## src/rtl/mux16_rr_arbiter_pkg.sv

```systemverilog
// Shared constants, state type and helpers for the mux16 round-robin arbiter.
package mux16_arb_pkg;

    localparam int N_REQ = 16;
    localparam int SEL_W = 4;

    typedef enum logic {
        IDLE  = 1'b0,
        OWNED = 1'b1
    } arb_state_t;

    // Binary requester index to one-hot grant vector.
    function automatic logic [N_REQ-1:0] onehot16(input logic [SEL_W-1:0] idx);
        logic [N_REQ-1:0] vec;
        vec      = '0;
        vec[idx] = 1'b1;
        return vec;
    endfunction

endpackage

```

## src/rtl/mux16_rr_arbiter_rr_pick16.sv

```systemverilog
// Combinational rotating-priority picker: the first requester at or after
// ptr+1 (wrapping 15 -> 0) wins, so the requester at ptr ranks lowest.
module rr_pick16
    import mux16_arb_pkg::*;
(
    input  logic [N_REQ-1:0] req,
    input  logic [SEL_W-1:0] ptr,
    output logic [SEL_W-1:0] winner,
    output logic             any
);

    logic [SEL_W-1:0] start;
    logic [N_REQ-1:0] rot;
    logic [SEL_W-1:0] offs;

    assign start = ptr + SEL_W'(1);
    assign any   = |req;

    // Rotate the request vector so the search origin lands at bit 0.
    always_comb begin
        logic [SEL_W-1:0] idx;
        rot = '0;
        for (int j = 0; j < N_REQ; j++) begin
            idx    = start + SEL_W'(j);
            rot[j] = req[idx];
        end
    end

    // Priority-encode the lowest set bit of the rotated vector.
    always_comb begin
        offs = '0;
        for (int j = N_REQ - 1; j >= 0; j--) begin
            if (rot[j]) begin
                offs = SEL_W'(j);
            end
        end
    end

    // Un-rotate: the 4-bit add wraps the index back into 0..15.
    assign winner = start + offs;

endmodule

```

## src/rtl/mux16_rr_arbiter.sv

```systemverilog
// Round-robin arbiter that shares one mux16 datapath among 16 requesters.
// Owns the mux select exclusively; ownership ends on done, on the owner
// dropping its request, or when the hold limit preempts it.
module mux16_rr_arbiter
    import mux16_arb_pkg::*;
#(
    parameter int N_REQ    = 16,
    parameter int MAX_HOLD = 8
) (
    input  logic             clk,
    input  logic             rst_n,
    input  logic [N_REQ-1:0] req,
    input  logic             done,
    output logic [N_REQ-1:0] grant,
    output logic [SEL_W-1:0] select,
    output logic             busy
);

    // select is 4 bits wide, so the requester count cannot change.
    if (N_REQ != 16) begin : g_nreq_check
        $error("mux16_rr_arbiter: N_REQ must be 16");
    end

    localparam int HOLD_W = (MAX_HOLD < 1) ? 1 : $clog2(MAX_HOLD + 1);
    localparam logic [HOLD_W-1:0] HOLD_LAST = HOLD_W'(MAX_HOLD - 1);

    arb_state_t        state_q,    state_d;
    logic [N_REQ-1:0]  grant_q,    grant_d;
    logic [SEL_W-1:0]  select_q,   select_d;
    logic [SEL_W-1:0]  last_ptr_q, last_ptr_d;
    logic [HOLD_W-1:0] hold_cnt_q, hold_cnt_d;

    logic [SEL_W-1:0]  winner;
    logic              any;
    logic              at_limit;
    logic              rel;

    // While owned, last_ptr equals the owner, so the owner ranks lowest
    // when the picker re-arbitrates on release.
    rr_pick16 u_pick (
        .req    (req),
        .ptr    (last_ptr_q),
        .winner (winner),
        .any    (any)
    );

    assign at_limit = (MAX_HOLD != 0) && (hold_cnt_q == HOLD_LAST);
    assign rel      = done | ~req[select_q] | at_limit;

    // Next-state logic: grant on demand, hold, hand off or go idle.
    always_comb begin
        state_d    = state_q;
        grant_d    = grant_q;
        select_d   = select_q;
        last_ptr_d = last_ptr_q;
        hold_cnt_d = hold_cnt_q;
        case (state_q)
            IDLE: begin
                if (any) begin
                    grant_d    = onehot16(winner);
                    select_d   = winner;
                    last_ptr_d = winner;
                    hold_cnt_d = '0;
                    state_d    = OWNED;
                end
            end
            OWNED: begin
                if (!rel) begin
                    if (hold_cnt_q != '1) begin
                        hold_cnt_d = hold_cnt_q + 1'b1;
                    end
                end else if (any) begin
                    // Back-to-back handoff; old owner wins only if alone.
                    grant_d    = onehot16(winner);
                    select_d   = winner;
                    last_ptr_d = winner;
                    hold_cnt_d = '0;
                end else begin
                    // select keeps its last value; mux output is unused.
                    grant_d    = '0;
                    hold_cnt_d = '0;
                    state_d    = IDLE;
                end
            end
            default: begin
                grant_d = '0;
                state_d = IDLE;
            end
        endcase
    end

    // State registers with asynchronous clear; last_ptr=15 favours requester 0.
    always_ff @(posedge clk or negedge rst_n) begin
        if (!rst_n) begin
            state_q    <= IDLE;
            grant_q    <= '0;
            select_q   <= '0;
            last_ptr_q <= SEL_W'(N_REQ - 1);
            hold_cnt_q <= '0;
        end else begin
            state_q    <= state_d;
            grant_q    <= grant_d;
            select_q   <= select_d;
            last_ptr_q <= last_ptr_d;
            hold_cnt_q <= hold_cnt_d;
        end
    end

    assign grant  = grant_q;
    assign select = select_q;
    assign busy   = |grant_q;

endmodule

```

## config.mk

```make
export PLATFORM = sky130hd
export DESIGN_NAME = mux16_rr_arbiter
export DESIGN_NICKNAME = d
export VERILOG_FILES = /design/src/rtl/mux16_rr_arbiter_pkg.sv /design/src/rtl/mux16_rr_arbiter_rr_pick16.sv /design/src/rtl/mux16_rr_arbiter.sv
export SDC_FILE = /design/constraint.sdc
export NUM_CORES = 1
export LEC_CHECK = 0
export ABC_AREA = 1
export CORE_MARGIN = 1
export CORE_UTILIZATION = 51
export CTS_CLUSTER_DIAMETER = 60
export DETAILED_ROUTE_END_ITERATION = 10
export PLACE_DENSITY = 0.75
export SYNTH_ARGS = -nofsm -noshare
export SYNTH_HDL_FRONTEND = slang
export SYNTH_SLANG_ARGS = --single-unit
```

## constraint.sdc

```tcl
create_clock -name clk -period 4.34 [get_ports clk]
set_clock_uncertainty 0.1 [all_clocks]
set_input_delay 1.302 -clock clk [delete_from_list [all_inputs] [get_ports clk]]
set_output_delay 1.302 -clock clk [all_outputs]
set_load 0.05 [all_outputs]
```

Word-level counts from Yosys, hierarchy flattened:

Cells that the tools add are included.

* add/subtract/negate cells: 18
* multiply operators: 0
* div/mod/pow operators: 0
* magnitude comparators: 19
* eq/ne operators: 5
* shifts and indexed selects: 0
* mux-type cells: 69
* bitwise logic cells: 4
* reductions and logical operators: 5

Operators with widths (count)
* 4-bit 2-to-1 mux: 23
* 4-bit by 5-bit less-than comparator with 1-bit output, second input constant: 18
* 1-bit binary-select mux with 4-bit select: 17
* 16-bit 2-to-1 mux: 3
* 4-bit adder, second input constant: 8
* 16-bit case mux with 2 select lines: 1
* 16-bit OR reduction: 2
* 4-bit case mux with 2 select lines: 3
* 1-bit 2-to-1 mux: 20
* 4-bit by 3-bit adder with 4-bit output, second input constant: 4
* 4-bit by 1-bit adder with 4-bit output, second input constant: 3
* 4-bit by 2-bit adder with 4-bit output, second input constant: 2
* 4-bit adder: 1
* 1-bit demux with 4-bit select: 1
* 4-bit by 3-bit equality test with 1-bit output, second input constant: 1
* 4-bit by 1-bit >= comparator with 1-bit output, second input constant: 1
* 4-bit != test, second input constant: 1
* 2-bit AND reduction: 2
* 3-bit by 1-bit != test with 1-bit output, second input constant: 1
* 2-bit by 1-bit != test with 1-bit output, second input constant: 1
* 2-bit != test, second input constant: 1
* 1-bit inverter: 2
* 1-bit bitwise OR: 2
* 1-bit case mux with 2 select lines: 1
* 1-bit logical AND: 1

* bits in registers: 29
* latch bits: 0
* memory bits (writable): 0
* ROM bits: 0
* bits of input ports: 19
* output and inout bits: 21
* word-level logic and storage cells: 125
* memories: 0

Logic depth before layout (Yosys ltp):

Gate-level depths: netlist of the first run.

* word-level depth: 28
* mapped depth: 38
* mapped depth without buffers: 35

Cells and area by module:

Synthesis of the first run repeated with hierarchy kept, for this count alone.

* cells, all modules: 522
* area, all modules: 3220.6 µm²

By module, submodules not included
* mux16_rr_arbiter: instances 1, cells each 206, area an instance 1652.8 µm²
* rr_pick16: instances 1, cells each 316, area an instance 1567.8 µm²

Least setup slack after synthesis of the first run:

OpenSTA, ideal clock, no wires.

* kind: register -> register
* from: register last_ptr_q[0]
* to: register grant_q[13], in the netlist grant[13]
* setup time: 126 ps
* arrival time: 3836 ps
* required time: 4114 ps
* path slack: 278 ps
* stages on the path, launching flop included: 34
* buffers on the path: 4
* cells stage by stage: dfstp_2 buf_6 inv_4 buf_6 buf_8 ha_1 buf_2 nand2_1 nand2_2 nand2_1 nand2_1 nand2_1 nand2_1 nand2_1 nand2_1 nand2_1 nand2_1 nand2_1 nand2_1 nand2_1 nand2_1 nand2_1 nand2_1 nand2_1 nand2_1 nand2_1 a21oi_1 ha_1 inv_1 fa_1 xor2_1 inv_1 nand2_1 o21ai_1

* longest elaborated chain between the ends: 28
* elaborated cells on any way between the ends: 74
* classes of those cells: 17 x add/sub; 2 x order compare; 54 x mux; 1 x reduce/logical

RTL lines
* start: declaration: line mux16_rr_arbiter.sv:30 `logic [SEL_W-1:0] last_ptr_q, last_ptr_d;`
* start signal: assignment: line mux16_rr_arbiter.sv:98 `last_ptr_q <= SEL_W'(N_REQ - 1);`
* start signal: assignment: line mux16_rr_arbiter.sv:104 `last_ptr_q <= last_ptr_d;`
* 4-bit by 1-bit adder with 4-bit output (*): line mux16_rr_arbiter_rr_pick16.sv:16 `assign start = ptr + SEL_W'(1);`
* 4-bit adder: line mux16_rr_arbiter_rr_pick16.sv:24 `idx = start + SEL_W'(j);`
* 1-bit binary-select mux with 4-bit select: line mux16_rr_arbiter_rr_pick16.sv:25 `rot[j] = req[idx];`
* 1-bit 2-to-1 mux (not written as such): line mux16_rr_arbiter_rr_pick16.sv:25
* 4-bit 2-to-1 mux (16 in series): line mux16_rr_arbiter_rr_pick16.sv:33 `if (rot[j]) begin`
* 4-bit adder (*): line mux16_rr_arbiter_rr_pick16.sv:40 `assign winner = start + offs;`
* 4-bit by 5-bit less-than comparator with 1-bit output (not written as such) / 4-bit by 1-bit >= comparator with 1-bit output (equally long branches): line mux16_rr_arbiter_pkg.sv:16 `vec[idx] = 1'b1;`
* 1-bit logical AND (not written as such): line mux16_rr_arbiter_pkg.sv:16
* 1-bit 2-to-1 mux (not written as such): line mux16_rr_arbiter_pkg.sv:16
* 1-bit demux with 4-bit select (*): line mux16_rr_arbiter_pkg.sv:16
* 16-bit 2-to-1 mux: line mux16_rr_arbiter.sv:72 `end else if (any) begin`
* 16-bit 2-to-1 mux: line mux16_rr_arbiter.sv:68 `if (!rel) begin`
* 16-bit case mux with 2 select lines (*): line mux16_rr_arbiter.sv:57 `case (state_q)`
* end signal: assignment: line mux16_rr_arbiter.sv:102 `grant_q <= grant_d;`
* end: declaration: line mux16_rr_arbiter.sv:28 `logic [N_REQ-1:0] grant_q, grant_d;`

Every way passes the cells marked *; elsewhere a longest branch is shown, timed or not. The select of a mux whose other input is x is not followed.
A chain may end at the register's enable or synchronous reset.

Worst setup path in the final report of the first run:

* from: input req[2]
* to: register grant_q[12], in the netlist grant[12]

* longest elaborated chain between the ends: 26
* elaborated cells on any way between the ends: 67
* classes of those cells: 1 x add/sub; 2 x order compare; 2 x eq/ne; 56 x mux; 3 x bitwise; 3 x reduce/logical

RTL lines
* start: declaration: line mux16_rr_arbiter.sv:12 `input logic [N_REQ-1:0] req,`
* 1-bit binary-select mux with 4-bit select: line mux16_rr_arbiter_rr_pick16.sv:25
* 1-bit 2-to-1 mux (not written as such): line mux16_rr_arbiter_rr_pick16.sv:25
* 4-bit 2-to-1 mux (16 in series): line mux16_rr_arbiter_rr_pick16.sv:33
* 4-bit adder: line mux16_rr_arbiter_rr_pick16.sv:40
* 4-bit by 5-bit less-than comparator with 1-bit output (not written as such) / 4-bit by 1-bit >= comparator with 1-bit output (equally long branches): line mux16_rr_arbiter_pkg.sv:16
* 1-bit logical AND (not written as such): line mux16_rr_arbiter_pkg.sv:16
* 1-bit 2-to-1 mux (not written as such): line mux16_rr_arbiter_pkg.sv:16
* 1-bit demux with 4-bit select: line mux16_rr_arbiter_pkg.sv:16
* 16-bit 2-to-1 mux: line mux16_rr_arbiter.sv:72
* 16-bit 2-to-1 mux: line mux16_rr_arbiter.sv:68
* 16-bit case mux with 2 select lines: line mux16_rr_arbiter.sv:57

Several ways; a longest one is shown, not always the timed one. The select of a mux whose other input is x is not followed.

==> run metrics, run 1 <==
status finished, final reports clean; Via density 5.407; Worst-path clk slew around 0.060 ns; CTS tree done; Period Utilization, post-route 0.9513; hold_sp grant[15]$_DFFE_PN0P_; DRT iter0 DRCs approximately 260; Initial DRT Pass Iterations 5; xor/xnor share of the synthesized area 0.01786; # rows 27; CP Capture Type flop; vias in the first global route 3212; CTS buffer count 5; GRT Residual Overflow 0; CP Data Required Time 4.44 ns; largest net degree at the start of global routing 30; Yosys top cell by area nand2_1; Slowest cell on crit path fa_2; IO Count 40; Residual DRC 0; Max-Cap Viols 0; final hold vios 0; Net Count, Synth between 400 and 500; Clock Latency Late Sink approximately 0.28 ns; CTS HTree Levels 2; synthesis-to-finish area growth 34.95%; wire length per cell 14.20 um; CTS root buf clkbuf_8; Core Util, Final 0.7168; minimum clock period 4.129 ns; mux cell area share after synthesis 0; HPWL after DPL ~6.6 mm; Longest Clk Path Bufs 2; core area 5540 um2; Largest stage delay, worst path ~0.58 ns; die width roughly 78 um; class of the most critical setup path input port to flop; Hold EP grant[15]$_DFFE_PN0P_; Via Count roughly 3400; Net count, final 579; sequential cell area roughly 730 um2; adder-cell area share of the yosys netlist 0.03231; Multi-input gate area about 2200 um2; reg2reg start last_ptr_q[0]$_DFFE_PN1P_; DRT Wirelength around 8.9 mm; Worst Tran Pin Value about 0.56 ns; largest family of logic cells by synthesized area simple AND/OR/NAND/NOR gates; distinct cell type count after synthesis 40; Seq/Total Area, Yosys 0.2483; crit start category input port; Initial Util 0.5312; Hold Path Class flop to flop; die area 6078 um2; CTS Hold Bufs 0; layout cells sized above 1 0.3375; Num Clock Sinks 29; gpl congestion roughly 0.87; top post-synthesis cells by area nand2_1 22%, dfrtp_1 21%, nand3_1 7.7%; final setup vio count 0; commonest non-fill, non-tap cell in the layout nand2_1; Most common cell on crit path nand2_1; fin. max-slew vios 0; antenna violations before repair 0; Reg2Reg Setup Slack just under 0.3 ns; Avg Cell Area, Syn 6.275 um2; Post-Synth Simple-Gate Area 0.4456; compound-gate portion of the synthesized area 0.1552; yosys warns 0; cells after synthesis ~470; Port Buf Inserts 39; Synth Register Bits 29; slew margin rel. 0.6221; Synth top area share 0.2194; R2R Path End grant[12]$_DFFE_PN0P_; global-route wire length before repair around 15 mm; Antenna diodes 0; synthesized area roughly 2900 um2; total track usage 0.3007; highest-count cells in the layout ignoring fill and taps 148 x nand2_1, 48 x buf_4, 43 x nand2_2, 37 x inv_1, 36 x nand3_1; fillers between 400 and 500; Fmax approximately 240 MHz; WHS Path Cells 2; Die Y 77.96 um; ANT nets after route 0; critical path peak fanout 4; WP data arrival between 4 and 5 ns; R2R depth 27
-- worst max path at each step --
| stage | startpoint | slack, ns | end | cells after the start |
|---|---|---|---|---|
| 2_1_floorplan | last_ptr_q[0]$_DFFE_PN1P_ | 0.28 | grant[13]$_DFFE_PN0P_ | 33 |
| 3_3_place_gp | req[10] | -0.54 | grant[7]$_DFFE_PN0P_ | 27 |
| 3_5_place_dp | req[11] | -0.57 | grant[3]$_DFFE_PN0P_ | 29 |
| 4_1_cts | req[6] | 0.004 | grant[12]$_DFFE_PN0P_ | 28 |
| 5_1_grt | req[2] | -0.002 | grant[12]$_DFFE_PN0P_ | 28 |
| 6_report | req[2] | 0.21 | grant[12]$_DFFE_PN0P_ | 28 |
-- timing repair --
| action | CTS | global route |
|---|---|---|
| buffers inserted | 4 | 7 |
| resized for setup | 41 | 80 |
| setup endpoints to repair | 22 | 22 |
| pin swaps | 17 | 31 |
-- critical path, delay by kind of cell --
kind | cells | cell delay (ns)
AND/OR/NAND/NOR | 21 | 1.41
AO/OA/AOI/OAI | 2 | 0.38
adder cells (fa/ha/maj) | 2 | 0.77
buffers and inverters | 3 | 0.33
-- per-stage QoR --
step | std cells | hold slack, ns | TNS (ns) | setup slack [ns] | area, um2
after floorplan | 469 | 0.3789 | 0 | 0.2784 | 2943
after global placement | 607 | 0.4088 | -10.10 | -0.5401 | 3613
after detailed placement | 607 | 0.4036 | -10.52 | -0.5722 | 3613
after CTS | 619 | 0.4280 | 0 | 0.004180 | 3797
after global routing | 626 | 0.4511 | -0.002480 | -0.002480 | 3971
final | 626 | 0.4348 | 0 | 0.2112 | 3971
-- final cells by class --
class,count,share of cell area
Clock buffer,6,0.01827
Clock inverter,2,0.002520
Inverter,51,0.04946
Multi-Input combinational cell,377,0.5428
Sequential cell,29,0.1840
Tap cell,72,0.02268
Timing Repair Buffer,89,0.1802
-- state kept, by name, summed over array words and instances (netlist names) --
signal      flops
grant          16
hold_cnt_q      4
last_ptr_q      4
select          4
state_q         1
-- cells by family (layout without fill, tap and decap cells) --
group	count (synthesis)	after routing
AND/OR/NAND/NOR	285	285
AO/OA/AOI/OAI	79	79
buffers and inverters	63	148
flip-flops	29	29
adder cells (fa/ha/maj)	7	7
XOR/XNOR	6	6
-- synth_stat cells, drive strengths merged --
cell    instances
dfstp           4
a31oi           2
xor2            5
o21ai          60
dfrtp          25
nand2         198
inv            51
nand3          47
or2             3
nor3b           1
nor3            1
nor2           19
nand4           9
a211oi          2
a21oi          12
fa              1
o21a            3
ha              6
and2            2
nor4            5
xnor2           1
buf            12
-- per-layer routing --
layer | vias to the layer above | wire [um] | global-route usage
li1 | 1692 | - | -
met1 | 1593 | 3700 | 0.3652
met2 | 83 | 4679 | 0.5602
met3 | 17 | 345 | 0.02941
met4 | 0 | 162 | 0.08333
met5 | - | 0 | 0
Power of run 1 is not shown: default switching activity piles up to over one toggle a cycle in this logic, so the estimate is an artifact.
==> inputs of run 2 (changes only) <==
--- a/config.mk
+++ b/config.mk
@@ -5,12 +5,11 @@
 export SDC_FILE = /design/constraint.sdc
 export NUM_CORES = 1
 export LEC_CHECK = 0
-export ABC_AREA = 1
 export CORE_MARGIN = 1
-export CORE_UTILIZATION = 51
+export CORE_UTILIZATION = 50
 export CTS_CLUSTER_DIAMETER = 60
 export DETAILED_ROUTE_END_ITERATION = 10
-export PLACE_DENSITY = 0.75
+export PLACE_DENSITY = 0.74
 export SYNTH_ARGS = -nofsm -noshare
 export SYNTH_HDL_FRONTEND = slang
 export SYNTH_SLANG_ARGS = --single-unit
==> run 2 against run 1 <==
  * The run now ends with negative setup slack left
  * Sequential share of layout area decreased by 0.79 points
  * First-iteration DRC count decreased by 9.4%
  * Critical path depth decreased by 12
  * Wire length is 2.5% lower
==> run metrics, run 2 <==
die area 6024 um2 (-0.88%); global-route wire length before repair 13.52 mm (-6.8%); Via Count 2777 (-18%); Setup Slack @ Placement -0.6756 ns (-0.1034 ns); commonest non-fill, non-tap cell in the layout buf_4; CTS buffer count 5 (unchanged); Initial DRT Pass Iterations 4 (-1); setup_tns -1.254 ns (-1.254 ns); R2R Path End grant[0]$_DFFE_PN0P_; Longest Clk Path Bufs 2 (unchanged); total track usage 0.2869 (-0.01373); Period Utilization, post-route 1.025 (+0.07356); top post-synthesis cells by area dfrtp_1 22%, mux4_2 12%, mux2i_1 7.0%; Net count, final 406 (-30%); critical path peak fanout 5 (+1); die width 77.62 um (-0.44%); synthesis-to-finish area growth 45.16%; Die Y 77.62 um (-0.44%); worst setup margin -0.1080 ns (-0.3192 ns); WP data arrival 4.53 ns (+0.31 ns); ys async rst share 1.000 (unchanged); Fmax 224.8 MHz (-7.2%); CTS HTree Levels 2 (unchanged); Seq/Total Area, Yosys 0.2556 (+0.007281); class of the most critical setup path input port to flop; Synth Register Bits 29 (unchanged); CP Data Required Time 4.42 ns (-0.02 ns); Multi-input gate area 2197 um2 (+1.9%); Finished Cell Area 4150 um2 (+4.5%); HPWL after DPL 5.969 mm (-10%); Worst Tran Pin Value 0.6335 ns (+0.06879 ns); GRT Residual Overflow 0 (unchanged); number of enable flip-flop cells after synthesis 0 (unchanged); CP Capture Point grant[0]$_DFFE_PN0P_; CP Capture Type flop; largest net degree at the start of global routing 30 (unchanged); number of flip-flops under the largest register name 16 (unchanged); Net Count, Synth 300 (-39%); antenna violations before repair 0 (unchanged); minimum clock period 4.448 ns (+0.3192 ns); CTS root buf clkbuf_8; Core Util, Final 0.7537 (+0.03689); Worst-path clk slew 0.07 ns (about the same); Avg Cell Area, Syn 10.43 um2 (+66%); final setup vio count 18 (+18); core area 5507 um2 (-0.61%); # rows 27 (unchanged); Synth top area share 0.2188 (-0.0005694); Post-synth top cells 25 x dfrtp_1, 25 x nand2_1, 20 x inv_1, 20 x mux2i_1, 16 x a32o_1; slew margin rel. 0.5719 (-0.05023); RSZ-0062 raised after global routing yes; status finished, violations left; final hold vios 0 (unchanged); crit start category input port; vias in the first global route 2794 (-13%); reg2reg start last_ptr_q[0]$_DFFE_PN1P_; synthesized area 2859 um2 (-2.8%); wire length per cell 19.13 um (+35%); DP Area 3767 um2 (+4.3%); ANT nets after route 0 (unchanged); Yosys top cell by area dfrtp_1; CTS tree done; Max-Cap Viols 0 (unchanged); Hold Path Class flop to flop; sequential cell area 730.7 um2 (unchanged); highest-count cells in the layout ignoring fill and taps 67 x buf_4, 25 x nand2_1, 25 x dfrtp_1, 23 x clkdlybuf4s50_1, 19 x mux4_2; failing checks negative setup slack; distinct cell type count after synthesis 64 (+60%); fillers 371 (-25%); Via density 6.130 (+13%); fin. max-slew vios 0 (unchanged); DRT Wirelength 8.664 mm (-2.5%); IO Count 40 (unchanged); Residual DRC 0 (unchanged); Reg2Reg Setup Slack -0.08 ns (-0.37 ns); DRT iter0 DRCs 231 (-9.4%); R2R depth 15 (-44%); cells after synthesis 274 (-42%); Port Buf Inserts 39 (unchanged); Primary FF master, synth dfrtp_1; CP Launch Point req[0]; layout cells sized above 1 0.4751 (+0.1375); yosys warns 0 (unchanged); Initial Util 0.5192 (-0.01197); Num Clock Sinks 29 (unchanged); Antenna diodes 0 (unchanged); Clock Latency Late Sink 0.28 ns (about the same); gpl congestion 0.8971 (+2.8%)
==> run 2: cell types whose count changed after synthesis, sizes merged, moves of 16 or more <==
cell	change
mux2i	+20
mux4	+20
nand2	-173
o21ai	-45
inv	-30
a32o	+16
nand3	-43
==> run 2: cell type report <==
cell class,count,area share
clock buffers,7,0.02321
clock inverters,1,0.001206
inverters,22,0.02110
multi-input cells,210,0.5294
flip-flops and latches,29,0.1761
well taps,72,0.02171
repair buffers,112,0.2273
==> run 2: worst max-delay path: stages <==
cell and delay, ns:
clkdlybuf4s15_2 0.21, buf_4 0.15, mux4_2 0.55, mux2i_4 0.22, mux2i_2 0.12, a211o_1 0.31
nand3_2 0.08, a21oi_2 0.07, o22ai_2 0.12, ha_1 0.25, a21o_1 0.20, a21oi_4 0.19
xnor2_4 0.13, xor2_4 0.22, clkbuf_16 0.18, a32o_1 0.23
==> run 2: repair_timing <==
action | in CTS | in global routing
setup endpoints to repair | 24 | 19
resized for setup | 73 | 31
pin swaps | 16 | 22
gates cloned | 1 | 0
buffers inserted | 7 | 8
hold buffers | 0 | 0
==> run 2: how the worst min path moves through the flow <==
stage / from / to / slack [ns] / cells past startpoint
finish: grant[11]$_DFFE_PN0P_ / grant[11]$_DFFE_PN0P_ / 0.43 / 1
global route: grant[14]$_DFFE_PN0P_ / grant[14]$_DFFE_PN0P_ / 0.45 / 1
CTS: grant[11]$_DFFE_PN0P_ / grant[11]$_DFFE_PN0P_ / 0.43 / 1
detailed placement: grant[4]$_DFFE_PN0P_ / grant[4]$_DFFE_PN0P_ / 0.42 / 1
global placement: grant[12]$_DFFE_PN0P_ / grant[12]$_DFFE_PN0P_ / 0.41 / 1
floorplan: last_ptr_q[3]$_DFFE_PN1P_ / last_ptr_q[3]$_DFFE_PN1P_ / 0.40 / 2
==> run 2: per-layer routing <==
layer	wire length, um	global-route usage	part of all wire
met1	3753	0.3763	0.43
met5	0	0	0
met2	4265	0.4770	0.49
met4	303	0.09811	0.035
met3	341	0.05059	0.039
==> run 2: cell families after synthesis <==
logic type | count (synthesis) | synth area share
mux | 49 | 0.2709
compound gates | 67 | 0.1899
simple gates | 73 | 0.1344
xor+xnor | 14 | 0.05865
flops | 29 | 0.2556
fa+ha+maj | 7 | 0.03326
buf+inv | 35 | 0.05732
==> run 2: per-stage QoR <==
stage / std cells / hold WS (ns)
floorplan: 274 / 0.3957
global placement: 429 / 0.4069
detailed placement: 429 / 0.4179
CTS: 445 / 0.4281
global route: 453 / 0.4490
finish: 453 / 0.4258
Power of run 2 is left out for the same reason.
==> inputs of run 3 (changes only) <==
--- a/config.mk
+++ b/config.mk
@@ -5,6 +5,7 @@
 export SDC_FILE = /design/constraint.sdc
 export NUM_CORES = 1
 export LEC_CHECK = 0
+export CAP_MARGIN = 40
 export CORE_MARGIN = 1
 export CORE_UTILIZATION = 50
 export CTS_CLUSTER_DIAMETER = 60
==> results of run 3 <==
Same layout as run 2: the final DEF is identical, and so are final timing and power.
Power of run 3 is left out for the same reason.
